## config.mk

```make
export PLATFORM = sky130hd
export DESIGN_NAME = fort_sample_capture
export DESIGN_NICKNAME = d
export VERILOG_FILES = /design/src/rtl/fortaegis_pkg.sv /design/src/rtl/fort_capture_ram.sv /design/src/rtl/fort_sample_capture.sv
export SDC_FILE = /design/constraint.sdc
export NUM_CORES = 1
export LEC_CHECK = 0
export BUFFER_PORTS_ARGS = -buffer_cell sky130_fd_sc_hd__buf_2
export CAP_MARGIN = 40
export CORE_UTILIZATION = 62
export CTS_CLUSTER_DIAMETER = 100
export DETAILED_ROUTE_END_ITERATION = 10
export GPL_ROUTABILITY_DRIVEN = 0
export PLACE_DENSITY = 0.78
export SLEW_MARGIN = 20
export SYNTH_ARGS = -nofsm -noshare
export SYNTH_HDL_FRONTEND = slang
export SYNTH_SLANG_ARGS = --single-unit
```

## constraint.sdc

```tcl
create_clock -name clk350 -period 2.8 [get_ports clk350]
set_input_delay 0.42 -clock clk350 [delete_from_list [all_inputs] [get_ports clk350]]
set_output_delay 0.42 -clock clk350 [all_outputs]
set_load 0.01 [all_outputs]
```

## src/rtl/fortaegis_pkg.sv

```systemverilog
// Shared constants and FSM state type for the Fortaegis capture stage.
package fortaegis_pkg;

  localparam int DEF_DATA_W = 16;
  localparam int DEF_DEPTH  = 64;

  typedef enum logic [1:0] {
    ST_IDLE    = 2'd0,
    ST_CAPTURE = 2'd1,
    ST_DRAIN   = 2'd2
  } state_e;

endpackage

```

## src/rtl/fort_capture_ram.sv

```systemverilog
// Simple dual-port sample buffer: one write port, one registered read port.
module fort_capture_ram #(
  parameter int DATA_W = 16,
  parameter int DEPTH  = 64,
  parameter int ADDR_W = 6
) (
  input  logic              clk,
  input  logic              we,
  input  logic [ADDR_W-1:0] waddr,
  input  logic [DATA_W-1:0] wdata,
  input  logic              re,
  input  logic [ADDR_W-1:0] raddr,
  output logic [DATA_W-1:0] rdata
);

  logic [DATA_W-1:0] mem [DEPTH];
  logic [DATA_W-1:0] rdata_q;

  // Storage write and 1-cycle-latency read; no reset so it maps onto block/distributed RAM.
  always_ff @(posedge clk) begin
    if (we) mem[waddr] <= wdata;
    if (re) rdata_q <= mem[raddr];
  end

  assign rdata = rdata_q;

endmodule

```

## src/rtl/fort_sample_capture.sv

```systemverilog
// Capture stage: records qualified samples while collect is high, then drains
// the window in order over a valid/ready stream with a last marker.
module fort_sample_capture
  import fortaegis_pkg::*;
#(
  parameter int DATA_W = DEF_DATA_W,
  parameter int DEPTH  = DEF_DEPTH,
  parameter int CNT_W  = $clog2(DEPTH) + 1
) (
  input  logic              clk350,
  input  logic              rstn,
  input  logic              collect,
  input  logic [DATA_W-1:0] sample_in,
  input  logic              sample_vld,
  output logic [DATA_W-1:0] m_data,
  output logic              m_valid,
  input  logic              m_ready,
  output logic              m_last,
  output logic              busy,
  output logic [CNT_W-1:0]  count,
  output logic              overflow,
  output logic              done
);

  localparam int               PTR_W = $clog2(DEPTH);
  localparam logic [CNT_W-1:0] FULL  = CNT_W'(DEPTH);

  state_e            state_q, state_d;
  logic [CNT_W-1:0]  count_q, count_d;
  logic [CNT_W-1:0]  rd_cnt_q, rd_cnt_d;
  logic [CNT_W-1:0]  pop_cnt_q, pop_cnt_d;
  logic              ovf_q, ovf_d;
  logic              done_q, done_d;
  logic              rd_pend_q, rd_pend_d;
  logic              out_v_q, out_v_d;
  logic [DATA_W-1:0] out_data_q, out_data_d;
  logic              skid_v_q, skid_v_d;
  logic [DATA_W-1:0] skid_data_q, skid_data_d;

  logic              ram_we, ram_re;
  logic [DATA_W-1:0] ram_rdata;
  logic              pop, last;
  logic [1:0]        slots;

  fort_capture_ram #(
    .DATA_W(DATA_W),
    .DEPTH (DEPTH),
    .ADDR_W(PTR_W)
  ) u_ram (
    .clk  (clk350),
    .we   (ram_we),
    .waddr(count_q[PTR_W-1:0]),
    .wdata(sample_in),
    .re   (ram_re),
    .raddr(rd_cnt_q[PTR_W-1:0]),
    .rdata(ram_rdata)
  );

  // The word in the output register is always index pop_cnt of the window.
  assign last = out_v_q && (pop_cnt_q == count_q - CNT_W'(1));
  assign pop  = out_v_q && m_ready;

  // Next-state, counters, RAM control and output/skid stage.
  always_comb begin
    state_d     = state_q;
    count_d     = count_q;
    rd_cnt_d    = rd_cnt_q;
    pop_cnt_d   = pop_cnt_q;
    ovf_d       = ovf_q;
    done_d      = 1'b0;
    out_v_d     = out_v_q;
    out_data_d  = out_data_q;
    skid_v_d    = skid_v_q;
    skid_data_d = skid_data_q;
    ram_we      = 1'b0;
    ram_re      = 1'b0;
    slots       = {1'b0, out_v_q} + {1'b0, skid_v_q} + {1'b0, rd_pend_q};

    // Output register refills from skid first, then from the RAM read in flight;
    // a read returning while the output is stalled parks in the skid register.
    if (!out_v_q || pop) begin
      if (skid_v_q) begin
        out_v_d    = 1'b1;
        out_data_d = skid_data_q;
        skid_v_d   = rd_pend_q;
        if (rd_pend_q) skid_data_d = ram_rdata;
      end else if (rd_pend_q) begin
        out_v_d    = 1'b1;
        out_data_d = ram_rdata;
      end else begin
        out_v_d    = 1'b0;
      end
    end else if (rd_pend_q) begin
      skid_v_d    = 1'b1;
      skid_data_d = ram_rdata;
    end

    case (state_q)
      ST_IDLE: begin
        if (collect) begin
          state_d   = ST_CAPTURE;
          count_d   = '0;
          rd_cnt_d  = '0;
          pop_cnt_d = '0;
          ovf_d     = 1'b0;
        end
      end
      ST_CAPTURE: begin
        if (sample_vld) begin
          if (count_q != FULL) begin
            ram_we  = 1'b1;
            count_d = count_q + CNT_W'(1);
          end else begin
            ovf_d   = 1'b1;
          end
        end
        // Full is judged on the registered count, so one extra capture cycle at
        // full can record a dropped sample before the drain starts.
        if (!collect || count_q == FULL) begin
          state_d = (count_d == '0) ? ST_IDLE : ST_DRAIN;
        end
      end
      ST_DRAIN: begin
        // Issue a read only if it will have a slot once it lands.
        if ((rd_cnt_q != count_q) && ((slots < 2'd2) || (pop && slots == 2'd2))) begin
          ram_re   = 1'b1;
          rd_cnt_d = rd_cnt_q + CNT_W'(1);
        end
        if (pop) begin
          pop_cnt_d = pop_cnt_q + CNT_W'(1);
          if (last) begin
            state_d = ST_IDLE;
            done_d  = 1'b1;
          end
        end
      end
      default: state_d = ST_IDLE;
    endcase
  end

  assign rd_pend_d = ram_re;

  // State and datapath registers, asynchronously cleared.
  always_ff @(posedge clk350 or negedge rstn) begin
    if (!rstn) begin
      state_q     <= ST_IDLE;
      count_q     <= '0;
      rd_cnt_q    <= '0;
      pop_cnt_q   <= '0;
      ovf_q       <= 1'b0;
      done_q      <= 1'b0;
      rd_pend_q   <= 1'b0;
      out_v_q     <= 1'b0;
      out_data_q  <= '0;
      skid_v_q    <= 1'b0;
      skid_data_q <= '0;
    end else begin
      state_q     <= state_d;
      count_q     <= count_d;
      rd_cnt_q    <= rd_cnt_d;
      pop_cnt_q   <= pop_cnt_d;
      ovf_q       <= ovf_d;
      done_q      <= done_d;
      rd_pend_q   <= rd_pend_d;
      out_v_q     <= out_v_d;
      out_data_q  <= out_data_d;
      skid_v_q    <= skid_v_d;
      skid_data_q <= skid_data_d;
    end
  end

  assign m_data   = out_data_q;
  assign m_valid  = out_v_q;
  assign m_last   = last;
  assign busy     = (state_q != ST_IDLE);
  assign count    = count_q;
  assign overflow = ovf_q;
  assign done     = done_q;

endmodule
```

==> flow_summary_export.csv, run 1 <==
group,metric,value,unit
sta,period_minus_slack,2.944,ns
worst_setup_path,critPathKind,"reg -> out",
synth,synth_top_family_by_area,"multiplexers",
layout,layout.nets,2288,
layout,fill_cells,3679,
synth,syn_avg_cell_area,21.19,um2
run,drv_cap,0,
layout,antenna_cells,0,
worst_setup_path,max_stage_delay,0.43,ns
placement,placed_area,45890,um2
sta,hold_viol_final,0,
power,total_power,41.14,mW
sta,fmax,339.7,MHz
die,start_util,0.6307,
synth,synth_adder_area_share,0.002171,
route,drc,0,
worst_hold_path,hold_path.startpoint,"collect",
die,io_pins,49,
die,core,67630,um2
worst_setup_path,worstPathRequired,2.38,ns
sta,timing.final.ws_setup,-0.1441,ns
sta,setup_viol,1,
synth,yosysUniqueCellTypes,61,
worst_setup_path,end_kind,"output port",
synth,synth-seq-cells,1100,
status,failed_checks,"negative setup slack",
power,p_int,30.34,mW
synth,async_flop_share,0.05455,
synth,synth-compound-area-share,0.03494,
sta,slew_violations,0,
worst_setup_path,rr_worst_depth,7,
sta,skew,0.04144,ns
worst_setup_path,worstPathArrival,2.52,ns
sta,finalCritPeriodShare,1.051,
global_route,grt_usage,0.3086,
synth,synthSimpleGateAreaFrac,0.02400,
synth,muxShareOfSynthArea,0.1538,
route,first_pass_iters,5,
die,dieHeight,264.3,um
clock_network,clock_tree.root_cell,"clkbuf_16",
route,routed_wl,105.2,mm
synth,synth_most_common_cell,"edfxtp_1",
synth,synth_top_cell_by_area,"edfxtp_1",
global_route,grt_pass1_vias,22610,
power,pwr_density_cell,834.0,nW/um2
power,p_seq_frac,0.455,
global_route,grt_max_degree,65,
worst_setup_path,critical_path.startpoint,"count[1]",
synth,synth_top_area_frac,0.7322,
synth,ys_top_cells_by_area,"edfxtp_1 (73%), mux4_2 (14%), dfrtp_1 (3.5%)",
clock_network,cts_buffers,105,
route,ant_nets,0,
layout,fin_area,49320,um2
sta,worstMarginPinSlew,0.8662,ns
worst_setup_path,timing.rr.start,"rd_cnt_q[0]",
clock_network,cts.clk_slew.worst_paths,0.07,ns
layout,layout-drive-gt1-share,0.3014,
worst_setup_path,slowest_stage,"or3b_4",
layout,syn2layout_area_growth,15.64,%
worst_setup_path,path_buf_inv,2,
worst_setup_path,endpoint,"m_last",
power,p_leak,15.76,nW
synth,synth_common_cells,"edfxtp_1 (1,040), mux4_2 (256), nor2_1 (104)",
power,p_switching,10.80,mW
die,die_x,264.3,um
worst_setup_path,critPathMaxFanout,10,
synth,yosysWarnings,0,
route,wl_per_cell,32.69,um
synth,yosys.area_share.xor_xnor,0.003901,
clock_network,cts_tree,"done",
global_route,grt_pass1_wl,153.6,mm
global_route,grt-ovfl-total,0,
die,die_area,69850,um2
worst_setup_path,crit_family,"simple AND/OR/NAND/NOR gates",
worst_setup_path,rr_endpoint,"u_ram.rdata[10]",
worst_hold_path,whs_path_depth,3,
synth,synth-seq-area-share,0.7674,
sta,fin_setup_tns,-0.1441,ns
power,sw_frac_of_total,0.2625,
clock_network,cts_max_path_buffers,3,
worst_setup_path,rrSetupSlack,0.03,ns
synth,syn-num-nets,2040,
worst_setup_path,path_depth,6,
synth,synth_flop_cell,"edfxtp_1",
sta,rsz0062_at_grt,"true",
clock_network,htreeDepth,3,
placement,numPortBuffers,48,
layout,fin_util,0.7293,
worst_setup_path,worst_setup_path_start_kind,"flop",
sta,slew_headroom,0.4225,
global_route,antenna_found_initial,4,
clock_network,cts.sinks,1100,
power,combinationalPowerShare,0.208,
power,pwr-share-clk,0.336,
die,std_cell_rows,95,
worst_setup_path,crit_path_cell_trace,"buf_6, or3_4, a2111oi_4, or3b_4, nor2_2, buf_2",
placement,place_hpwl,61.49,mm
route,routed_via_density,6.947,
synth,synth_enable_flop_cells,1040,
synth,syn_inst,2013,
worst_hold_path,min-delay-path-class,"in -> reg",
status,status,"complete, but fails checks",
route,vias,22360,
clock_network,clock_latency,0.68,ns
power,ir_drop,0.0006484,V
synth,syn_area,42650,um2
route,drt-initial-drc-count,3266,
-- worst min-delay path by stage --
stage / to / slack (ns)
6_report: state_q[0] / 0.14
5_1_grt: state_q[0] / 0.15
4_1_cts: state_q[0] / 0.10
3_5_place_dp: overflow / 0.49
3_3_place_gp: rd_cnt_q[6] / 0.48
2_1_floorplan: count[0] / 0.12
-- layout make-up --
cell class	instances	area [um2]	share of cell area
sequential	1100	32740	0.6638
tap	873	1092	0.02215
clock buffer	137	2790	0.05657
multi-input combinational	781	9408	0.1907
timing repair buffer	263	2716	0.05507
clock inverter	55	540.5	0.01096
inverter	10	37.54	0.0007610
-- flip-flops by register name, summed over array words and instances, names as in the netlist --
name and cells:
u_ram.mem 1024, m_data 16, skid_data_q 16, u_ram.rdata 16
count 7, pop_cnt_q 7, rd_cnt_q 7, state_q 2
done 1, m_valid 1, overflow 1, rd_pend_q 1
skid_v_q 1
-- cells in the final DEF, fill, tap and decap left out, types with 7 or more instances in the layout --
master,count
buf_4,142
dfrtp_1,57
o221ai_1,9
mux2_2,18
buf_2,49
nor2_1,102
inv_1,8
and4_1,10
a21oi_1,37
mux4_2,256
xor2_1,7
bufinv_16,9
a221oi_1,37
mux2i_1,59
clkbuf_16,107
clkinv_1,18
nand2b_1,7
xnor2_1,12
o21ai_0,36
edfxtp_1,1040
a22oi_1,40
nand2_1,29
nand3_1,17
buf_12,68
clkbuf_1,30
clkinv_2,23
a22o_1,21
-- through the flow --
| step | std cells | setup WS, ns | hold WS [ns] |
|---|---|---|---|
| floorplan | 2013 | 0.01557 | 0.1244 |
| global placement | 3017 | 0.01797 | 0.4818 |
| detailed placement | 3022 | -0.04901 | 0.4910 |
| CTS | 3218 | -0.1694 | 0.1002 |
| global route | 3219 | -0.2328 | 0.1504 |
| finish | 3219 | -0.1441 | 0.1354 |
-- worst min-delay path: stages --
cell      delay [ns]
buf_2           0.12
nand2b_1        0.15
a21oi_1         0.06
-- what timing repair did --
item / in CTS / in global routing
setup buffers: 3 / 0
setup endpoints to repair: 5 / 3
resized for setup: 12 / 3
hold buffers: 1 / 0
hold endpoints to repair: 28 / 0
pin swaps: 3 / 0
-- per-layer routing --
layer / vias to the layer above / share of wire / global-route usage / wire length (um)
met3: 231 / 0.10 / 0.05546 / 10760
li1: 8927 / - / - / -
met1: 11610 / 0.36 / 0.4279 / 38130
met5: - / 0.00010 / 0 / 11
met2: 1590 / 0.50 / 0.4964 / 52370
met4: 2 / 0.038 / 0.1212 / 3963
-- cell families (layout without fill, tap and decap cells) --
family,after synthesis,in the layout
buffers and inverters,132,465
and+or+nand+nor,212,212
AOI/OAI and AO/OA,210,210
adders and majority gates,7,7
xor gates and xnor gates,19,19
muxes,333,333
DFF,1100,1100
-- power by group through the flow --
stage          clock network [mW]  registers [mW]  logic [mW]
2_1_floorplan                   0            19.0        5.32
3_3_place_gp                    0            19.0        8.08
3_5_place_dp                    0            19.1        8.29
4_1_cts                      14.0            18.7        8.55
5_1_grt                      14.5            18.8        9.02
6_report                     13.8            18.7        8.57
(Power assumes the default switching activity.)
==> run 2: changes to the inputs <==
==> constraint.sdc (replaced) <==
create_clock -name clk350 -period 3.2 [get_ports clk350]
set_input_delay 0.48 -clock clk350 [delete_from_list [all_inputs] [get_ports clk350]]
set_output_delay 0.48 -clock clk350 [all_outputs]
set_load 0.01 [all_outputs]
==> run 2 against run 1 <==
  * The flow now finishes without violations
  * Register-to-register slack better by 0.06 ns
  * Highest routed layer is now met4
  * Largest power group unchanged
  * Utilization down 1.4 points
  * Wire length up 1.4%
==> flow_summary_export.csv, run 2 (same netlist as run 1, synthesis figures left out) <==
group,metric,value,unit
sta,period_minus_slack,3.125,ns
layout,fin_util,0.7158,
sta,fin_setup_tns,0,ns
layout,layout.nets,2249,
layout,final_common_cell,"edfxtp_1",
worst_setup_path,critPathKind,"reg -> out",
clock_network,cts_buffers,103,
route,first_pass_iters,7,
global_route,grt_pass1_vias,21820,
run,drv_cap,0,
power,total_power,35.96,mW
power,sw_frac_of_total,0.2652,
global_route,grt_pass1_wl,153.0,mm
sta,setup_viol,0,
die,die_area,69850,um2
route,drc,0,
layout,antenna_cells,0,
worst_setup_path,end_kind,"output port",
die,dieHeight,264.3,um
worst_setup_path,rrSetupSlack,0.09,ns
layout,syn2layout_area_growth,13.50,%
sta,slew_violations,0,
die,std_cell_rows,95,
worst_setup_path,worst_setup_path_start_kind,"flop",
sta,fmax,320.0,MHz
clock_network,cts.sinks,1100,
power,pwr-share-clk,0.337,
sta,skew,0.02803,ns
status,status,"finished, final reports clean",
worst_setup_path,worstPathArrival,2.64,ns
layout,seqCellArea,32740,um2
placement,place_hpwl,62.12,mm
clock_network,htreeDepth,3,
die,die_x,264.3,um
power,p_seq_frac,0.458,
layout,layout-drive-gt1-share,0.2900,
power,combinationalPowerShare,0.205,
clock_network,clock_tree.root_cell,"clkbuf_16",
layout,mostFrequentLayoutCells,"edfxtp_1 (1,040), mux4_2 (256), buf_4 (156)",
layout,multi_input_area,9394,um2
route,ant_nets,0,
worst_hold_path,min-delay-path-class,"in -> reg",
power,ir_drop,0.0004622,V
clock_network,clock_latency,0.67,ns
global_route,grt_max_degree,65,
route,drt-initial-drc-count,3089,
die,io_pins,49,
sta,worstMarginPinSlew,0.9637,ns
global_route,grt-ovfl-total,0,
worst_setup_path,critPathMaxFanout,13,
placement,numPortBuffers,48,
route,routed_via_density,7.042,
power,p_leak,15.42,nW
route,vias,22390,
power,p_switching,9.537,mW
sta,timing.hold.ws,0.1983,ns
die,start_util,0.6307,
route,routed_wl,106.7,mm
clock_network,cts_max_path_buffers,3,
clock_network,cts.clk_slew.worst_paths,0.07,ns
route,wl_per_cell,33.55,um
clock_network,cts_tree,"done",
layout,fill_cells,3717,
worst_setup_path,worstPathRequired,2.72,ns
global_route,grt_usage,0.3103,
sta,finalCritPeriodShare,0.9765,
layout,largest_reg_flops,1024,
global_route,antenna_found_initial,0,
layout,regMostFlops,"u_ram.mem",
power,p_int,26.42,mW
die,core,67630,um2
power,pwr_density_cell,742.8,nW/um2
sta,slew_headroom,0.3507,
sta,hold_viol_final,0,
==> run 2: cell count changes in the layout (fill, tap and decap cells not counted), sizes merged <==
cell | previous run | this run
buf | 262 | 225
clkinv | 46 | 38
clkinvlp | 0 | 3
inv | 10 | 12
clkbuf | 137 | 138
==> run 2: what timing repair did <==
item	4_1_cts	5_1_grt
setup buffers	1	5
endpoints found under the hold margin	18	0
resized for setup	6	7
pin swaps	1	1
hold buffers	1	0
endpoints found under the setup margin	1	1
==> run 2: power by group through the flow <==
stage	Combinational, mW	Sequential [mW]	Clock (mW)
2_1_floorplan	4.65	16.6	0
3_3_place_gp	6.99	16.7	0
3_5_place_dp	7.12	16.8	0
4_1_cts	7.28	16.5	12.2
5_1_grt	7.68	16.5	12.7
6_report	7.38	16.5	12.1
==> run 2: layout make-up <==
class | count | area share
inverters | 10 | 0.0007754
clock buffers | 138 | 0.05851
repair buffers | 226 | 0.03737
multi-input cells | 781 | 0.1940
well taps | 873 | 0.02256
flip-flops and latches | 1100 | 0.6764
clock inverters | 52 | 0.01036
==> run 2: metal layers <==
layer / up-vias / GRT usage / routed length [um] / share of wire
li1: 8836 / - / - / -
met1: 11650 / 0.4388 / 38790 / 0.36
met2: 1650 / 0.4856 / 51440 / 0.48
met3: 262 / 0.06031 / 11680 / 0.11
met4: 0 / 0.1248 / 4765 / 0.045
met5: - / 0 / 0 / 0
==> run 2: critical path: stages (launching register included) <==
cell and delay [ns]:
dfrtp_1 0.40, buf_6 0.16, or3_4 0.40, a2111oi_4 0.32, or3b_4 0.44, nor2_2 0.12
buf_2 0.14
==> run 2: path summary, 6_finish.rpt <==
check | to | cells after the start | startpoint
max in group asynchronous | count[2] | 4 | rstn
worst max-delay path | m_last | 6 | count[0]
worst min-delay path | state_q[0] | 3 | collect
worst max register to register | u_ram.rdata[15] | 7 | rd_cnt_q[0]
worst min register to register | skid_data_q[4] | 1 | skid_data_q[4]
min in group asynchronous | m_data[0] | 2 | rstn
==> run 2: metrics by stage <==
step / instance area [um2] / worst slack, ns / cells
finish: 48410 / 0.07512 / 3180
global route: 48410 / -0.02010 / 3180
CTS: 48280 / 0.02806 / 3173
detailed placement: 44900 / 0.2401 / 2981
global placement: 44820 / 0.2253 / 2975
floorplan: 42650 / 0.3556 / 2013
==> run 3: changes to the inputs <==
--- a/config.mk
+++ b/config.mk
@@ -12,6 +12,7 @@
 export DETAILED_ROUTE_END_ITERATION = 10
 export GPL_ROUTABILITY_DRIVEN = 0
 export PLACE_DENSITY = 0.78
+export SETUP_SLACK_MARGIN = 0.3
 export SLEW_MARGIN = 20
 export SYNTH_ARGS = -nofsm -noshare
 export SYNTH_HDL_FRONTEND = slang
==> run 3 against run 2 <==
  * Final cell count is 0.35% higher
  * Via count hardly changed
  * Largest cell class unchanged
  * Global-route usage hardly changed
  * Wire length is 0.29% higher
  * Largest power group unchanged
==> flow_summary_export.csv, run 3 (same netlist as run 1, synthesis figures left out) <==
group,metric,value,unit
global_route,grt_pass1_wl,152.9,mm
worst_setup_path,end_kind,"output port",
die,die_x,264.3,um
worst_setup_path,crit_family,"simple AND/OR/NAND/NOR gates",
worst_setup_path,slowest_stage,"or3b_4",
worst_setup_path,worst_setup_path_start_kind,"flop",
status,status,"finished, final reports clean",
die,std_cell_rows,95,
run,drv_cap,0,
worst_setup_path,critPathKind,"reg -> out",
clock_network,cts_buffers,103,
sta,rsz0062_at_grt,"true",
die,core,67630,um2
worst_setup_path,crit_path_cell_trace,"buf_4, buf_6, or3_4, a2111oi_4, or3b_4, nor2_2, buf_2",
clock_network,clock_tree.root_cell,"clkbuf_16",
route,drc,0,
power,pwr-share-clk,0.335,
power,p_switching,9.600,mW
route,drt-initial-drc-count,3239,
clock_network,cts_max_path_buffers,3,
clock_network,clock_latency,0.67,ns
sta,hold_viol_final,0,
layout,layout-drive-gt1-share,0.2979,
layout,mostFrequentLayoutCells,"edfxtp_1 (1,040), mux4_2 (256), buf_4 (161)",
power,p_seq_frac,0.456,
global_route,grt-ovfl-total,0,
power,total_power,36.10,mW
placement,place_inst,2981,
sta,fin_setup_tns,0,ns
power,combinationalPowerShare,0.209,
sta,worstMarginPinSlew,0.9653,ns
clock_network,htreeDepth,3,
layout,layout.nets,2258,
sta,skew,0.03317,ns
worst_hold_path,min-delay-path-class,"in -> reg",
power,p_leak,15.49,nW
sta,slew_violations,0,
power,p_int,26.50,mW
layout,final_common_cell,"edfxtp_1",
sta,slew_headroom,0.3565,
placement,numPortBuffers,48,
layout,largest_reg_flops,1024,
die,io_pins,49,
layout,fin_util,0.7181,
route,routed_via_density,7.020,
sta,setup_viol,0,
global_route,grt_max_degree,65,
sta,period_minus_slack,3.186,ns
layout,syn2layout_area_growth,13.86,%
global_route,antenna_found_initial,0,
global_route,grt_usage,0.3107,
route,wl_per_cell,33.53,um
layout,regMostFlops,"u_ram.mem",
clock_network,cts_tree,"done",
route,routed_wl,107.0,mm
sta,fmax,313.9,MHz
worst_setup_path,critPathMaxFanout,2,
power,pwr_density_cell,743.4,nW/um2
die,die_area,69850,um2
die,start_util,0.6307,
sta,finalCritPeriodShare,0.9955,
worst_setup_path,path_buf_inv,3,
route,ant_nets,0,
clock_network,cts.clk_slew.worst_paths,0.07,ns
clock_network,cts.sinks,1100,
worst_setup_path,worstPathRequired,2.72,ns
layout,layout.cells.non_filler,3191,
power,sw_frac_of_total,0.2659,
worst_setup_path,worstPathArrival,2.71,ns
global_route,grt_pass1_vias,21900,
sta,timing.hold.ws,0.2071,ns
placement,place_hpwl,62.12,mm
route,vias,22400,
die,dieHeight,264.3,um
power,ir_drop,0.0004641,V
worst_setup_path,max_stage_delay,0.44,ns
route,first_pass_iters,8,
-- run 3: cell types whose count changed in the layout (fill, tap and decap cells not counted), moves of 3 or more --
cell / before / now
a21oi_1: 38 / 31
a21oi_2: 1 / 8
buf_4: 156 / 161
a221oi_1: 41 / 37
a221oi_2: 0 / 4
buf_6: 2 / 6
o21ai_0: 37 / 34
o21ai_1: 2 / 5
-- run 3: layer usage --
| layer | global-route usage | share of wire | vias to the layer above |
|---|---|---|---|
| li1 | - | - | 8871 |
| met1 | 0.4377 | 0.36 | 11610 |
| met2 | 0.4834 | 0.48 | 1663 |
| met3 | 0.06273 | 0.11 | 259 |
| met4 | 0.1310 | 0.046 | 0 |
| met5 | 0 | 0 | - |
-- run 3: final timing paths --
check                      depth (start not counted)  slack, ns            from              end
max in group asynchronous                          4       2.16            rstn         count[2]
setup / recovery                                   7       0.01        count[1]           m_last
setup reg to reg                                   5       0.29     rd_cnt_q[2]  u_ram.rdata[13]
hold / removal                                     3       0.21         collect       state_q[0]
min in group asynchronous                          2       0.32            rstn        m_data[0]
hold reg to reg                                    1       0.51  skid_data_q[4]   skid_data_q[4]
-- run 3: stage by stage --
step	cell area (um2)	setup slack, ns
after floorplan	42650	0.3556
after global placement	44820	0.2253
after detailed placement	44900	0.2401
after CTS	48420	0.1965
after global routing	48560	-0.09081
final	48570	0.01432
-- run 3: power groups by stage --
stage | combinational [mW] | sequential, mW | clock (mW)
after floorplan | 4.65 | 16.6 | 0
after global placement | 6.99 | 16.7 | 0
after detailed placement | 7.12 | 16.8 | 0
after CTS | 7.37 | 16.5 | 12.2
after global routing | 7.85 | 16.5 | 12.7
final | 7.54 | 16.5 | 12.1
-- run 3: worst reg2reg max path, stage by stage, from the launching register on --
cell,delay (ns)
dfrtp_2,0.69
buf_4,0.61
nor2b_1,0.29
a221oi_1,0.30
o21ai_0,0.41
and4_1,0.35
-- run 3: timing repair --
item,CTS,global route
setup endpoints to repair,8,11
gates resized for setup,23,10
buffers inserted,9,5
hold buffers,1,0
endpoints found under the hold margin,18,0
pin swaps,4,2
-- run 3: final cells by class --
type                    instances  area, um2
multi-input cells             781       9450
clock buffers                 138       2833
inverters                      10      40.04
flip-flops and latches       1100      32740
repair buffers                235       1899
well taps                     873       1092
clock inverters                52      501.7
diodes                          2      5.005
fillers                      3705      19070
